`config.mk`:
```
export PLATFORM = sky130hd
export DESIGN_NAME = sort_ctrl
export DESIGN_NICKNAME = d
export VERILOG_FILES = /design/src/rtl/sort_ctrl.sv
export SDC_FILE = /design/constraint.sdc
export NUM_CORES = 1
export LEC_CHECK = 0
export ABC_AREA = 1
export BUFFER_PORTS_ARGS = -buffer_cell sky130_fd_sc_hd__buf_2
export CORE_MARGIN = 2
export CORE_UTILIZATION = 23
export DETAILED_ROUTE_END_ITERATION = 7
export PLACE_DENSITY = 0.34
export SYNTH_ARGS = -nofsm -noshare
export SYNTH_HDL_FRONTEND = slang
export SYNTH_SLANG_ARGS = --single-unit
```
`constraint.sdc`:
```
create_clock -name clk -period 11.4 [get_ports clk]
set_input_delay 1.71 -clock clk [delete_from_list [all_inputs] [get_ports clk]]
set_output_delay 1.71 -clock clk [all_outputs]
set_load 0.05 [all_outputs]
```
`src/rtl/sort_ctrl.sv`:
```
// Sequential bubble-sort controller: loads DEPTH words, sorts them in place with one
// shared ripple magnitude comparator (one compare/swap per clock), then streams them out.

module compare #(
  parameter int N = 8
) (
  input  logic [N-1:0] a,
  input  logic [N-1:0] b,
  output logic         g,
  output logic         l
);
  // Ripple from LSB upward: a higher bit that differs overrides the lower-bit verdict.
  logic [N:0] gc, lc;
  assign gc[0] = 1'b0;
  assign lc[0] = 1'b0;
  generate
    for (genvar i = 0; i < N; i++) begin : g_bit
      assign gc[i+1] = (a[i] & ~b[i]) | (~(a[i] ^ b[i]) & gc[i]);
      assign lc[i+1] = (~a[i] & b[i]) | (~(a[i] ^ b[i]) & lc[i]);
    end
  endgenerate
  assign g = gc[N];
  assign l = lc[N];
endmodule

module sort_ctrl #(
  parameter int N     = 8,
  parameter int DEPTH = 4
) (
  input  logic         clk,
  input  logic         rst,
  input  logic         clear,
  input  logic         desc,
  input  logic         in_valid,
  output logic         in_ready,
  input  logic [N-1:0] in_data,
  output logic         out_valid,
  input  logic         out_ready,
  output logic [N-1:0] out_data,
  output logic         out_last,
  output logic         busy
);
  localparam int IW = $clog2(DEPTH);
  localparam logic [IW-1:0] LAST = IW'(DEPTH - 1);
  localparam logic [IW-1:0] PEND = IW'(DEPTH - 2);

  typedef enum logic [1:0] {LOAD, SORT, DRAIN} state_t;

  state_t                   state, state_nxt;
  logic [DEPTH-1:0][N-1:0]  mem, mem_nxt;
  logic [IW-1:0]            idx, idx_nxt;
  logic [IW-1:0]            j, j_nxt, jp1;
  logic [IW-1:0]            pass_q, pass_nxt;
  logic                     swapped, swapped_nxt;
  logic                     desc_q, desc_nxt;
  logic                     cmp_g, cmp_l, do_swap;

  assign jp1 = j + IW'(1);

  compare #(.N(N)) u_cmp (
    .a (mem[j]),
    .b (mem[jp1]),
    .g (cmp_g),
    .l (cmp_l)
  );

  assign in_ready = (state == LOAD);
  assign busy     = (state == SORT);

  always_comb begin
    state_nxt   = state;
    mem_nxt     = mem;
    idx_nxt     = idx;
    j_nxt       = j;
    pass_nxt    = pass_q;
    swapped_nxt = swapped;
    desc_nxt    = desc_q;
    do_swap     = 1'b0;
    case (state)
      LOAD: begin
        if (in_valid) begin
          mem_nxt[idx] = in_data;
          if (idx == '0) desc_nxt = desc;
          if (idx == LAST) begin
            state_nxt   = SORT;
            idx_nxt     = '0;
            j_nxt       = '0;
            pass_nxt    = '0;
            swapped_nxt = 1'b0;
          end else begin
            idx_nxt = idx + 1'b1;
          end
        end
      end
      SORT: begin
        // Equal words never swap, which keeps the sort stable.
        do_swap = desc_q ? cmp_l : cmp_g;
        if (do_swap) begin
          mem_nxt[j]   = mem[jp1];
          mem_nxt[jp1] = mem[j];
        end
        if (j == PEND) begin
          if (!(swapped | do_swap) || pass_q == PEND) begin
            state_nxt = DRAIN;
            idx_nxt   = '0;
          end else begin
            pass_nxt    = pass_q + 1'b1;
            j_nxt       = '0;
            swapped_nxt = 1'b0;
          end
        end else begin
          j_nxt       = j + 1'b1;
          swapped_nxt = swapped | do_swap;
        end
      end
      DRAIN: begin
        if (out_ready) begin
          if (idx == LAST) begin
            state_nxt = LOAD;
            idx_nxt   = '0;
          end else begin
            idx_nxt = idx + 1'b1;
          end
        end
      end
      default: state_nxt = LOAD;
    endcase
    // Abort wins over any handshake in the same cycle: nothing is written or latched.
    if (clear) begin
      state_nxt   = LOAD;
      mem_nxt     = mem;
      desc_nxt    = desc_q;
      idx_nxt     = '0;
      j_nxt       = '0;
      pass_nxt    = '0;
      swapped_nxt = 1'b0;
    end
  end

  always_ff @(posedge clk or posedge rst) begin
    if (rst) begin
      state     <= LOAD;
      mem       <= '0;
      idx       <= '0;
      j         <= '0;
      pass_q    <= '0;
      swapped   <= 1'b0;
      desc_q    <= 1'b0;
      out_valid <= 1'b0;
      out_data  <= '0;
      out_last  <= 1'b0;
    end else begin
      state     <= state_nxt;
      mem       <= mem_nxt;
      idx       <= idx_nxt;
      j         <= j_nxt;
      pass_q    <= pass_nxt;
      swapped   <= swapped_nxt;
      desc_q    <= desc_nxt;
      // Output word is registered from the post-swap array so DRAIN starts with valid data.
      out_valid <= (state_nxt == DRAIN);
      out_data  <= (state_nxt == DRAIN) ? mem_nxt[idx_nxt] : '0;
      out_last  <= (state_nxt == DRAIN) && (idx_nxt == LAST);
    end
  end

endmodule

```
==> results.toml <==
[grt]
grt_pass1_wl_mm = 34.1
grt_overflow_total = 0
antenna_found_initial = 0
grt_max_degree = 53
grt_usage_pct = 18.8
grt_pass1_vias = 5165

[clocking]
cts_tree = "done"
clk_latency_ns = 0.31
root_buffer = "clkbuf_16"
path_clk_slew_ns = 0.08
ctsHtreeMaxLevel = 2
postCtsSetupBuffers = 0
cts_resized = 0
cts_buffer_depth = 2
cts_hold_buf = 0
cts_sinks = 52
numCtsBuffers = 5

[yosys]
seq_area_frac_synth_pct = 25.3
synth_compound_area_share_pct = 24.5
synthTopCellsByCount = "nand2_1 (217), o21ai_0 (122), inv_1 (109)"
yosysTopAreaCell = "dfrtp_1"
ys_seq_elements = 52
syn_nets = 891
synth_mux_area_share_pct = 0
synth_enable_flop_cells = 0
avgSynthCellArea_sq_um = 6.06
yosysMostFrequentCell = "nand2_1"
synth_xor_xnor_area_share_pct = 0.170
synthFlopType = "dfrtp_1"
async_flop_share_pct = 100
ys_top_cells_by_area = "dfrtp_1 (25%), nand2_1 (16%), o21ai_0 (12%)"
synth_top_family_by_area = "simple AND/OR/NAND/NOR gates"
synth_top_area_share_pct = 25.3
syn_area_sq_mm = 0.00515
synthCells = 850
yosys_warnings = 0
synthSimpleGateAreaFrac_pct = 31.1
ys_types = 28
synth-adder-area-share_pct = 6.56

[timing]
finalClockSkew_ns = 0.00901
finalHoldViolCount = 0
tns_ns = 0
fin_crit_sh_pct = 43.8
worstMarginPinSlew_ns = 0.774
setup_slack_ns = 6.40
rsz0062_at_grt = "no"
min_period_ns = 5.00
fmax_mhz = 200
setup_viol = 0
final-max-slew-violation-count = 0
slew_headroom_pct = 48.4

[worst_setup_path]
required_ns = 11.64
cp_max_fo = 35
critPathKind = "reg2reg"
worstPathArrival_ns = 5.24
cpPeakStageDelay_ns = 0.74
crit_top_cell = "nand2_1"
start_kind = "flop"
worst_setup_path_end_kind = "flop"
crit_path_top_delay_cell = "dfrtp_1"

[flow_run]
maxCapViolCount = 0

[routing]
drtIter0Drc = 529
vias_per_cell = 4.88
routedWlPerCell_um = 19.5
wl_mm = 22.0
vias = 5502
ant_nets = 0
dr.pass1.iters = 5
drc_errors = 0

[placement]
dp_hpwl_mm = 16.7
placed_cells = 1120
place_congestion = 0.801
postPlaceCellArea_sq_mm = 0.00549
place_ws_ns = 6.41
portBuffers = 25

[power]
cellPowerDensity_mw_per_mm2 = 158
irDropWorstVdd_uv = 57.3
p_total_mw = 0.889
p_leak_nw = 2.92

[floorplan]
coreArea_sq_mm = 0.0219
io_pins = 26
dieArea_sq_mm = 0.0236
core.rowCount = 54
die_w_um = 154
start_util_pct = 23.5
chipHeight_um = 154

[outcome]
outcome = "finished, final reports clean"

[final_layout]
stdcell_count = 1128
area_growth_syn_to_layout_pct = 9.40
final_design_area_no_fill_sq_mm = 0.00564
antenna_cells = 0
final_net_count = 888
fillers = 2576
drive_above_1_share_pct = 7.55

[min_path]
hold_class = "reg2reg"
metal layers:
metal | vias to the layer above | GRT usage, % | share of wire [%]
li1 | 2772 | - | -
met1 | 2618 | 30.4 | 55
met2 | 103 | 27.1 | 41
met3 | 9 | 1.41 | 2.9
met4 | 0 | 3.19 | 0.97
met5 | - | 0 | 0
sequential cells by signal (all words and copies together) (netlist names):
| register | count |
|---|---|
| mem | 32 |
| out_data | 8 |
| idx | 2 |
| j | 2 |
| pass_q | 2 |
| state | 2 |
| desc_q | 1 |
| out_last | 1 |
| out_valid | 1 |
| swapped | 1 |
path summary, 6_finish.rpt:
check / startpoint / cells past startpoint / to / slack, ns
worst max-delay path: j[1] / 30 / out_data[7] / 6.40
worst max register to register: j[1] / 30 / out_data[7] / 6.40
max in group asynchronous: rst / 3 / mem[31] / 9.27
worst min register to register: pass_q[1] / 2 / pass_q[1] / 0.50
worst min-delay path: pass_q[1] / 2 / pass_q[1] / 0.50
min in group asynchronous: rst / 3 / out_data[1] / 1.60
cell usage in the layout, fill, tap and decap left out, types with 7 or more instances in the layout:
cell type    n
a21oi_1     67
a22oi_1      8
buf_2       25
dfrtp_1     52
ha_1        27
inv_1      108
nand2_1    217
nand2_4      7
nand3_1     73
nor2_1      70
o211ai_1    22
o21ai_0    122
where the power goes:
part | internal [mW] | leakage (nW) | switching, mW
clock network | 0.0828 | 0.0742 | 0.0835
logic | 0.132 | 2.24 | 0.317
registers | 0.215 | 0.605 | 0.0582
total | 0.430 | 2.92 | 0.459
final cells by class:
type	count	area [sq um]	area share, %
clock inverters	3	22.5	0.400
inverters	118	445	7.90
clock buffers	5	125	2.22
flip-flops and latches	52	1300	23.1
repair buffers	31	170	3.02
well taps	280	350	6.22
multi-input cells	639	3220	57.1
logic make-up after synthesis:
logic type,Yosys count
xor+xnor,1
compound gates,231
buf+inv,159
flops,52
fa+ha+maj,27
simple gates,380
per-stage QoR:
stage	utilization [%]	hold WS [ns]
6_report	25.7	0.496
5_1_grt	25.7	0.524
4_1_cts	25.7	0.500
3_5_place_dp	25.1	0.482
3_3_place_gp	25.1	0.480
2_1_floorplan	-	0.456
critical path: cells and delay by family (launching register included):
kind | cells | cell delay (ns)
AO/OA/AOI/OAI | 2 | 0.24
AND/OR/NAND/NOR | 23 | 2.39
adder cells (fa/ha/maj) | 2 | 0.87
flip-flops | 1 | 0.74
buffers and inverters | 3 | 0.66
Note: power is estimated with default switching activity, not from simulation.
